<file path="src/rtl/fetch_unit.sv">
// fetch_unit: instruction fetch front end with a credit-limited request queue and redirect flush
module fetch_unit #(
  parameter logic [31:0] RESET_PC = 32'h0000_0000,
  parameter int QUEUE_DEPTH = 2
) (
  input  logic        clk,
  input  logic        rst,
  output logic        imem_req_valid,
  input  logic        imem_req_ready,
  output logic [31:0] imem_req_addr,
  input  logic        imem_resp_valid,
  input  logic [31:0] imem_resp_data,
  input  logic        redirect_valid,
  input  logic [31:0] redirect_pc,
  output logic        inst_valid,
  input  logic        inst_ready,
  output logic [31:0] inst,
  output logic [31:0] inst_pc,
  output logic [6:0]  opcode
);
  localparam int AW = $clog2(QUEUE_DEPTH);
  localparam int CW = AW + 1;
  localparam logic [CW:0] DEPTH = (CW+1)'(QUEUE_DEPTH);
  localparam logic [31:0] START_PC = {RESET_PC[31:2], 2'b00};
  logic [31:0] q_inst [QUEUE_DEPTH];
  logic [31:0] q_pc [QUEUE_DEPTH];
  logic [AW-1:0] rd_ptr, wr_ptr;
  logic [CW-1:0] count, outstanding_cnt, discard_cnt, outstanding_nxt;
  logic [31:0] fetch_pc, resp_pc, target_pc;
  logic accept, enq, deq;
  // Queue slots and in-flight requests share one credit pool, so a response always has room.
  assign imem_req_valid = !rst && !redirect_valid && (({1'b0, count} + {1'b0, outstanding_cnt}) < DEPTH);
  assign imem_req_addr = fetch_pc;
  assign accept = imem_req_valid && imem_req_ready;
  assign enq = imem_resp_valid && !redirect_valid && discard_cnt == '0;
  assign inst_valid = count != '0;
  assign deq = inst_valid && inst_ready;
  assign inst = inst_valid ? q_inst[rd_ptr] : '0;
  assign inst_pc = inst_valid ? q_pc[rd_ptr] : '0;
  assign opcode = inst[6:0];
  assign outstanding_nxt = outstanding_cnt + CW'(accept) - CW'(imem_resp_valid);
  assign target_pc = {redirect_pc[31:2], 2'b00};
  always_ff @(posedge clk or posedge rst) begin
    if (rst) begin
      fetch_pc <= START_PC;
      resp_pc <= START_PC;
      rd_ptr <= '0;
      wr_ptr <= '0;
      count <= '0;
      outstanding_cnt <= '0;
      discard_cnt <= '0;
    end else begin
      outstanding_cnt <= outstanding_nxt;
      if (redirect_valid) begin
        fetch_pc <= target_pc;
        resp_pc <= target_pc;
        rd_ptr <= '0;
        wr_ptr <= '0;
        count <= '0;
        discard_cnt <= outstanding_nxt;
      end else begin
        if (accept) fetch_pc <= fetch_pc + 32'd4;
        if (enq) resp_pc <= resp_pc + 32'd4;
        if (enq) wr_ptr <= wr_ptr + AW'(1);
        if (deq) rd_ptr <= rd_ptr + AW'(1);
        if (imem_resp_valid && discard_cnt != '0) discard_cnt <= discard_cnt - CW'(1);
        count <= count + CW'(enq) - CW'(deq);
      end
    end
  end
  always_ff @(posedge clk) begin
    if (enq) begin
      q_inst[wr_ptr] <= imem_resp_data;
      q_pc[wr_ptr] <= resp_pc;
    end
  end
  a_resp_has_request: assert property (@(posedge clk) disable iff (rst)
    imem_resp_valid |-> outstanding_cnt != '0);
  a_req_stable: assert property (@(posedge clk) disable iff (rst)
    imem_req_valid && !imem_req_ready |=> redirect_valid || (imem_req_valid && $stable(imem_req_addr)));
endmodule
</file>
<file path="config.mk">
export PLATFORM = sky130hd
export DESIGN_NAME = fetch_unit
export DESIGN_NICKNAME = d
export VERILOG_FILES = /design/src/rtl/fetch_unit.sv
export SDC_FILE = /design/constraint.sdc
export NUM_CORES = 1
export LEC_CHECK = 0
export BUFFER_PORTS_ARGS = -buffer_cell sky130_fd_sc_hd__buf_2
export CAP_MARGIN = 5
export CELL_PAD_IN_SITES_DETAIL_PLACEMENT = 0
export CELL_PAD_IN_SITES_GLOBAL_PLACEMENT = 1
export CORE_AREA = 5 5 130 182
export CTS_CLUSTER_DIAMETER = 80
export DETAILED_ROUTE_END_ITERATION = 12
export DIE_AREA = 0 0 135 187
export PLACE_DENSITY_LB_ADDON = 0.05
export SLEW_MARGIN = 20
export SYNTH_ARGS = -nofsm -noshare
export SYNTH_HDL_FRONTEND = slang
export SYNTH_SLANG_ARGS = --single-unit
</file>
<file path="constraint.sdc">
create_clock -name clk -period 4 [get_ports clk]
set_clock_uncertainty 0.15 [all_clocks]
set_input_delay 0.4 -clock clk [delete_from_list [all_inputs] [get_ports clk]]
set_output_delay 0.4 -clock clk [all_outputs]
set_load 0.02 [all_outputs]
</file>
==> Word-level counts from Yosys, hierarchy flattened <==
Memory sizes are Yosys's and may differ from the RTL's.
Index checks and enable logic that the tools add are counted.
{ "word_totals": {"output_inout_bits": 105, "word_cells": 51, "memories": 2, "ram_bits": 128, "regBits": 72} }
{ "classes": {"n_reduce_logical": 16, "order_cmp": 1, "mux": 15, "addsub": 10} }
{ "mem_list": {"columns": ["memory", "depth", "width", "read_ports", "rd_clocked_by_memory_dff", "write_ports", "line_no", "rtl"], "rows": [
  ["q_inst", 2, 32, 1, 0, 1, "25", "logic [31:0] q_inst [QUEUE_DEPTH];"],
  ["q_pc", 2, 32, 1, 0, 1, "26", "logic [31:0] q_pc [QUEUE_DEPTH];"]
]} }
{ "op_table": {"columns": ["op", "n"], "rows": [
  ["two-way mux 32 bit", 6],
  ["adder 32 x 3 -> 32 bit (second input constant)", 2],
  ["nonzero test 2 bit", 6],
  ["logical AND 1 bit", 7],
  ["two-way mux 1 bit", 6],
  ["two-way mux 2 bit", 3],
  ["adder 2 x 1 -> 2 bit", 2],
  ["subtractor 2 x 1 -> 2 bit", 2],
  ["adder 2 x 2 -> 3 bit", 1],
  ["less-than comparator 3 x 2 -> 1 bit (second input constant)", 1],
  ["adder 1 bit (second input constant)", 2],
  ["zero test 1 bit", 2],
  ["zero test 2 bit", 1],
  ["subtractor 2 x 1 -> 2 bit (second input constant)", 1]
]} }

==> Longest topological paths before layout <==
Gate-level depths: netlist of run 1.
{ "logic_depth": {"depth_word": 7, "mapped_depth": 14, "ltp_nobuf": 12} }

==> Least setup slack after synthesis of run 1 <==
Ideal clock, no wire load.
{ "synth_path": {"path_type": "register to register", "startpoint": "register discard_cnt[0]", "endpoint": "memory q_inst[0][0] (enable)", "setup_time_ns": 0.482, "arrival_time_ns": 3.707, "setup_slack_ns": -0.340, "path_stages_with_launch": 7, "path_cell_list": "dfrtp_1 -> inv_1 -> ha_1 -> and2_1 -> clkbuf_1 -> nand2_1 -> nor2_1"} }
{ "synth_between": {"elab_chain_len": 4} }
{ "synth_rtl": {"columns": ["element", "line_no", "rtl"], "rows": [
  ["start: declaration", "28", "logic [CW-1:0] count, outstanding_cnt, discard_cnt, outstanding_nxt;"],
  ["start signal: assignment", "60", "discard_cnt <= outstanding_nxt;"],
  ["start signal: assignment", "66", "if (imem_resp_valid && discard_cnt != '0) discard_cnt <= discard_cnt - CW'(1);"],
  ["zero test 2 bit", "35", "assign enq = imem_resp_valid && !redirect_valid && discard_cnt == '0;"],
  ["logical AND 1 bit", "35", null],
  ["two-way mux 1 bit", "72", "if (enq) begin"],
  ["two-way mux 1 bit (implied by the code)", "73", "q_inst[wr_ptr] <= imem_resp_data;"],
  ["end: declaration", "25", null]
]} }
No other way between the ends.

==> Worst setup path in the final report of run 1 <==
{ "layout_path": {"startpoint": "register count[0]", "endpoint": "register discard_cnt[1]"} }
{ "layout_between": {"elab_chain_len": 7} }
{ "layout_rtl": {"columns": ["element", "line_no", "rtl"], "rows": [
  ["start: declaration", "28", null],
  ["start signal: assignment", "67", "count <= count + CW'(enq) - CW'(deq);"],
  ["adder 2 x 2 -> 3 bit", "32", "assign imem_req_valid = !rst && !redirect_valid && (({1'b0, count} + {1'b0, outstanding_cnt}) < DEPTH);"],
  ["less-than comparator 3 x 2 -> 1 bit", "32", null],
  ["logical AND 1 bit", "32", null],
  ["logical AND 1 bit", "34", "assign accept = imem_req_valid && imem_req_ready;"],
  ["adder 2 x 1 -> 2 bit", "41", "assign outstanding_nxt = outstanding_cnt + CW'(accept) - CW'(imem_resp_valid);"],
  ["subtractor 2 x 1 -> 2 bit", "41", null],
  ["net outstanding_nxt[1]", "28", null],
  ["two-way mux 2 bit", "54", "if (redirect_valid) begin"]
]} }
The timed path passes the listed nets, and every way through them passes these cells.
A chain may end at the register's enable or synchronous reset.

==> flow_metrics.env, run 1 <==
export IMPL_relSlewSlack_pct=35.2
export IMPL_cp_max_fo=17
export IMPL_drc_errors=0
export IMPL_period_minus_slack_ps=3050
export IMPL_vdd_drop_max_mv=0.285
export IMPL_worstPathArrival_ps=3250
export IMPL_drive_gt1_share_pct=26.1
export IMPL_clockBufferDepth=2
export IMPL_hp_class="input port to register"
export IMPL_die_x_um=135
export IMPL_fin_nets=955
export IMPL_core_mm2=0.0217
export IMPL_yosys_warnings=0
export IMPL_synth_async_sr_flop_share_pct=35.4
export IMPL_die_y_um=187
export IMPL_clkSlewWorstSetupHoldPaths_ps=70
export IMPL_vias=6010
export IMPL_postLayoutCoreUtil_pct=48.8
export IMPL_antenna_found_initial=0
export IMPL_synth_edff_count=124
export IMPL_die_area_mm2=0.0252
export IMPL_worstPathRequired_ps=4200
export IMPL_start_kind="register"
export IMPL_endpoint_kind="register"
export IMPL_synth_ff_type="edfxtp_1"
export IMPL_postCtsSetupBuffers=0
export IMPL_cts_tree="yes"
export IMPL_synth_cell_types=43
export IMPL_syn_area_per_cell_um2=12.4
export IMPL_place_congestion=0.814
export IMPL_synth_ff_latch_count=192
export IMPL_place_port_buffers=168
export IMPL_wl_mm=20.5
export IMPL_dr_pass1_iters=4
export IMPL_area_delta_synth_final_pct=23.3
export IMPL_fin_crit_sh_pct=76.2
export IMPL_placed_area_mm2=0.00972
export IMPL_stdcell_area_mm2=0.0106
export IMPL_clk_latency_ps=430
export IMPL_max_freq_mhz=328
export IMPL_detailedPlacementHpwl_mm=14.2
export IMPL_grt_first_pass_wirelength_mm=32.5
export IMPL_start_util_pct=39.6
export IMPL_h_tree_depth=4
export IMPL_tns_ps=0
export IMPL_synth_area_leader_cell="edfxtp_1"
export IMPL_synthCells=691
export IMPL_ys_seq_area_share_pct=63.2
export IMPL_p_leak_nw=4.19
export IMPL_viasPerCell=5.06
export IMPL_grt_usage_pct=16.4
export IMPL_ys_top_cells_by_area="edfxtp_1 (43%), dfrtp_1 (20%), mux2i_1 (7.3%)"
export IMPL_clock_sinks=192
export IMPL_reg2reg_slack_ps=950
export IMPL_synth_top_area_share_pct=43.4
export IMPL_grt_pass1_vias=6250
export IMPL_report_final_slew_viol_count=0
export IMPL_powerDensity_mw_per_mm2=543
export IMPL_ios=175
export IMPL_antennaDiodeCount=0
export IMPL_cts_buffers_inserted=17
export IMPL_root_buffer="clkbuf_16"
export IMPL_synth_common_cells="edfxtp_1 (124), nor2_1 (81), dfrtp_1 (68)"
export IMPL_syn_cell_area_mm2=0.00859
export IMPL_hold_viol=0
export IMPL_drv_cap=0
export IMPL_worstMarginPinSlew_ps=958
export IMPL_rows=64
export IMPL_rsz0062_at_grt="false"
export IMPL_crit_type="register to register"
export IMPL_drt_wirelength_per_cell_um=17.2
export IMPL_drtIter0Drc=240
export IMPL_post_synth_top_count_cell="edfxtp_1"
export IMPL_grt_max_degree=64
export IMPL_outcome="finished clean"
export IMPL_setup_violations=0
export IMPL_detail_route_antenna_nets=0
export IMPL_grt_overflow=0
-- registers in the layout, summed over array words and instances, names as in the netlist --
signal,count
q_inst,64
q_pc,60
imem_req_addr,30
resp_pc,30
count,2
discard_cnt,2
outstanding_cnt,2
rd_ptr,1
wr_ptr,1
-- cells in the final DEF (no fill, tap or decap), types with 10 or more instances in the layout --
cell           netlist  layout
nand4_1             27      27
dlygate4sd3_1        0      27
mux2i_1             63      63
inv_1               13      12
nand3_1             25      25
nor2_1              81      79
o21ai_0             41      41
edfxtp_1           124     124
dfrtp_1             68      67
o211ai_1            11      11
and3_1              14      13
clkbuf_16            0      17
xor2_1              21      21
nand2_1             64      64
buf_2                7     168
o311ai_0            10      10
xnor2_1             17      17
-- per-stage QoR --
| step | setup WS (ps) | hold slack, ps | power (mW) | cells |
|---|---|---|---|---|
| 2_1_floorplan | 690 | 312 | 3.65 | 694 |
| 3_3_place_gp | 1010 | 325 | 4.14 | 1127 |
| 3_5_place_dp | 927 | 339 | 4.18 | 1127 |
| 4_1_cts | 905 | 1.59 | 5.82 | 1182 |
| 5_1_grt | 767 | 1.70 | 6.07 | 1187 |
| 6_report | 952 | 26.8 | 5.75 | 1187 |
-- timing repair --
item | CTS | global route
hold buffers | 23 | 4
endpoints found under the hold margin | 64 | 8
gates resized for setup | 0 | 0
-- path summary, 6_finish.rpt --
path / startpoint / end / depth (start not counted)
setup / recovery: count[0] / discard_cnt[1] / 13
hold / removal: imem_resp_data[25] / q_inst[0][25] / 1
setup reg to reg: count[0] / discard_cnt[1] / 13
hold reg to reg: resp_pc[31] / q_pc[1][31] / 0
max in group asynchronous: rst / resp_pc[31] / 4
min in group asynchronous: rst / imem_req_addr[7] / 3
-- report_power, final --
group	total [mW]	switching, mW	internal (mW)
Combinational	1.60	1.01	0.587
Sequential	2.54	0.195	2.35
Clock	1.61	0.712	0.898
Total	5.75	1.92	3.83
-- metal layers --
metal | wire length (µm) | part of all wire (%) | global-route usage [%]
met5 | 0 | 0 | 0
met4 | 623 | 3.0 | 7.33
met3 | 995 | 4.9 | 3.55
met2 | 9870 | 48 | 26.8
met1 | 8970 | 44 | 20.8
-- area by class of cell --
type / count / area (µm²)
fillers: 2010 / 11100
flip-flops and latches: 192 / 5430
multi-input cells: 445 / 2910
repair buffers: 207 / 1260
clock buffers: 25 / 515
well taps: 297 / 372
inverters: 14 / 52.6
clock inverters: 7 / 48.8
-- cell families (layout without fill, tap and decap cells) --
| family | Yosys count | after routing | synth area share (%) |
|---|---|---|---|
| AOI/OAI and AO/OA | 79 | 79 | 5.67 |
| xor gates and xnor gates | 38 | 38 | 3.88 |
| adders and majority gates | 8 | 8 | 1.25 |
| buffers and inverters | 57 | 253 | 3.25 |
| DFF | 192 | 192 | 63.2 |
| muxes | 70 | 70 | 8.26 |
| other | 1 | 4 | 0.0437 |
| and+or+nand+nor | 246 | 246 | 14.5 |
-- worst max-delay path, cell delays in order, from the launching register on --
cell and delay (ps):
dfrtp_1 420, and2_1 170, fa_1 480, nor4_4 290, and2_1 160, buf_4 230, inv_2 60, ha_1 270
inv_1 40, ha_1 180, xnor2_1 180, xnor2_1 170, nand2_1 70, o21ai_0 90
Power figures use the tool's default switching activity.
==> run 2, diff against run 1 <==
--- a/config.mk
+++ b/config.mk
@@ -5,14 +5,15 @@
 export SDC_FILE = /design/constraint.sdc
 export NUM_CORES = 1
 export LEC_CHECK = 0
+export ABC_AREA = 1
 export BUFFER_PORTS_ARGS = -buffer_cell sky130_fd_sc_hd__buf_2
 export CAP_MARGIN = 5
 export CELL_PAD_IN_SITES_DETAIL_PLACEMENT = 0
 export CELL_PAD_IN_SITES_GLOBAL_PLACEMENT = 1
-export CORE_AREA = 5 5 130 182
+export CORE_AREA = 5 5 133 185
 export CTS_CLUSTER_DIAMETER = 80
 export DETAILED_ROUTE_END_ITERATION = 12
-export DIE_AREA = 0 0 135 187
+export DIE_AREA = 0 0 138 190
 export PLACE_DENSITY_LB_ADDON = 0.05
 export SLEW_MARGIN = 20
 export SYNTH_ARGS = -nofsm -noshare
==> constraint.sdc (replaced) <==
create_clock -name clk -period 3 [get_ports clk]
set_clock_uncertainty 0.15 [all_clocks]
set_input_delay 0.3 -clock clk [delete_from_list [all_inputs] [get_ports clk]]
set_output_delay 0.3 -clock clk [all_outputs]
set_load 0.02 [all_outputs]
==> run 2 against run 1 <==
  * Register-to-register slack worse by 540 ps
  * Design area rose by 9.9%
  * Clock power is 34% higher
  * First-iteration DRC count up 15%
  * Critical path type unchanged
  * Sequential power is 37% higher
  * Largest power group unchanged
==> flow_metrics.env, run 2 <==
export IMPL_powerDensity_mw_per_mm2=693
export IMPL_worstPathArrival_ps=2810
export IMPL_post_synth_top_count_cell="nand2_1"
export IMPL_drv_cap=0
export IMPL_die_y_um=190
export IMPL_start_util_pct=40.7
export IMPL_h_tree_depth=4
export IMPL_die_x_um=138
export IMPL_drc_errors=0
export IMPL_relSlewSlack_pct=52.7
export IMPL_postCtsSetupBuffers=0
export IMPL_start_kind="register"
export IMPL_final_cell_mix="nand2_1 (366), buf_2 (168), edfxtp_1 (124)"
export IMPL_grt_pass1_vias=7514
export IMPL_rows=66
export IMPL_max_freq_mhz=387
export IMPL_synthXorXnorAreaFrac_pct=1.41
export IMPL_cts_buffers_inserted=17
export IMPL_vdd_drop_max_mv=0.376
export IMPL_yosys_warnings=0
export IMPL_clock_sinks=192
export IMPL_ys_top_cells_by_area="edfxtp_1 (40%), dfrtp_1 (18%), nand2_1 (15%)"
export IMPL_fin_nets=1336
export IMPL_place_port_buffers=168
export IMPL_period_minus_slack_ps=2590
export IMPL_root_buffer="clkbuf_16"
export IMPL_synth_ff_latch_count=192
export IMPL_syn_area_per_cell_um2=8.92
export IMPL_area_delta_synth_final_pct=24.5
export IMPL_synth_area_leader_cell="edfxtp_1"
export IMPL_hp_class="input port to register"
export IMPL_worstPathRequired_ps=3220
export IMPL_hold_viol=0
export IMPL_grt_first_pass_wirelength_mm=39.5
export IMPL_drtIter0Drc=276
export IMPL_core_mm2=0.0230
export IMPL_mostFrequentLayoutCell="nand2_1"
export IMPL_synth_cell_types=37
export IMPL_reg_largest_list="q_inst x64, q_pc x60"
export IMPL_outcome="finished clean"
export IMPL_cts_tree="yes"
export IMPL_cp_max_fo=8
export IMPL_placed_area_mm2=0.0106
export IMPL_synth_top_area_share_pct=39.9
export IMPL_fin_ws_ps=413
export IMPL_synth_adder_area_share_pct=1.15
export IMPL_worstMarginPinSlew_ps=710
export IMPL_viasPerCell=4.85
export IMPL_grt_overflow=0
export IMPL_synth_compound_area_share_pct=7.75
export IMPL_rsz0062_at_grt="false"
export IMPL_clockBufferDepth=2
export IMPL_largest_reg_flops=64
export IMPL_die_area_mm2=0.0262
export IMPL_synth_edff_count=124
export IMPL_syn_cell_area_mm2=0.00934
export IMPL_p_leak_nw=5.12
export IMPL_pre_cts_slack_ps=389
export IMPL_stdcell_area_mm2=0.0116
export IMPL_synthCells=1047
export IMPL_detailedPlacementHpwl_mm=16.8
export IMPL_grt_usage_pct=18.9
export IMPL_antennaDiodeCount=0
export IMPL_synth_async_sr_flop_share_pct=35.4
export IMPL_clkSlewWorstSetupHoldPaths_ps=70
export IMPL_synth_area_mux_share_pct=0
export IMPL_totalPowerFinal_mw=8.06
export IMPL_endpoint_kind="register"
export IMPL_detail_route_antenna_nets=0
export IMPL_cts_resized=0
export IMPL_dp_cells=1492
export IMPL_largest_register="q_inst"
export IMPL_fin_cells=1577
export IMPL_synthSimpleGateAreaFrac_pct=25.6
export IMPL_ios=175
export IMPL_ys_seq_area_share_pct=58.1
export IMPL_synth_ff_type="edfxtp_1"
export IMPL_grt_max_degree=65
export IMPL_vias=7642
export IMPL_synth_top_family_by_area="simple AND/OR/NAND/NOR gates"
export IMPL_holdBufCountCts=53
export IMPL_clk_latency_ps=440
export IMPL_antenna_found_initial=0
export IMPL_dr_pass1_iters=5
export IMPL_crit_type="register to register"
export IMPL_setup_violations=0
export IMPL_fin_crit_sh_pct=86.2
export IMPL_report_final_slew_viol_count=0
export IMPL_place_congestion=0.840
export IMPL_synth_common_cells="nand2_1 (366), edfxtp_1 (124), nor2_1 (90)"
export IMPL_drive_gt1_share_pct=19.2
export IMPL_drt_wirelength_per_cell_um=15.7
export IMPL_wl_mm=24.8
## run 2: cell count changes in the layout (fill, tap and decap cells not counted), moves of 25 or more
cell,delta
mux2i_1,-63
dlygate4sd3_1,+26
a21oi_1,+79
o21ai_0,-25
inv_1,+70
nand2_1,+302
nand3_1,+50
## run 2: logic make-up (layout without fill, tap and decap cells)
group           Yosys count  after routing
compound gates          130            130
xor+xnor                 15             15
fa+ha+maj                 8              8
buf+inv                 133            354
flops                   192            192
other cells               1              4
simple gates            568            568
## run 2: final timing paths
path,startpoint,endpoint,slack [ps],cells past startpoint
min,redirect_pc[18],imem_req_addr[18],20,3
max reg2reg,count[0],discard_cnt[1],410,14
min reg2reg,rd_ptr,rd_ptr,380,1
max,count[0],discard_cnt[1],410,14
max in group asynchronous,rst,resp_pc[26],1390,5
min in group asynchronous,rst,imem_req_addr[4],320,4
## run 2: layout make-up
class                      count  area (µm²)
timing repair buffer         235        1550
tap                          306         383
fill                        2238       11300
multi-input combinational    725        3390
inverter                      87         330
clock buffer                  17         425
sequential                   192        5430
clock inverter                15         125
## run 2: metrics by stage
stage / utilization, % / setup TNS [ps] / hold WS (ps)
6_report: 50.7 / 0 / 19.4
5_1_grt: 50.7 / 0 / 33.3
4_1_cts: 50.7 / 0 / 2.65
3_5_place_dp: 46.0 / 0 / 246
3_3_place_gp: 46.0 / 0 / 242
2_1_floorplan: - / -32660 / 249
## run 2: critical path, stage by stage (launching register included)
cell	delay, ps
dfrtp_1	430
nand2_1	80
inv_1	40
fa_1	430
nor2_1	110
nand3_1	70
inv_1	80
nand2_2	130
ha_1	300
inv_1	40
ha_1	170
xnor2_1	170
xnor2_1	160
nor2_1	60
a21oi_1	110
## run 2: layer usage
layer	up-vias	wire length (µm)	global-route usage [%]
met2	183	12400	33.6
met4	0	688	7.76
met3	37	897	2.99
met1	3566	10700	22.9
met5	-	0	0
li1	3856	-	-
## run 2: power breakdown
part / internal, mW / total [mW] / switching (mW)
Sequential: 3.15 / 3.49 / 0.338
Combinational: 0.799 / 2.43 / 1.63
Clock: 1.09 / 2.15 / 1.06
Total: 5.04 / 8.06 / 3.03
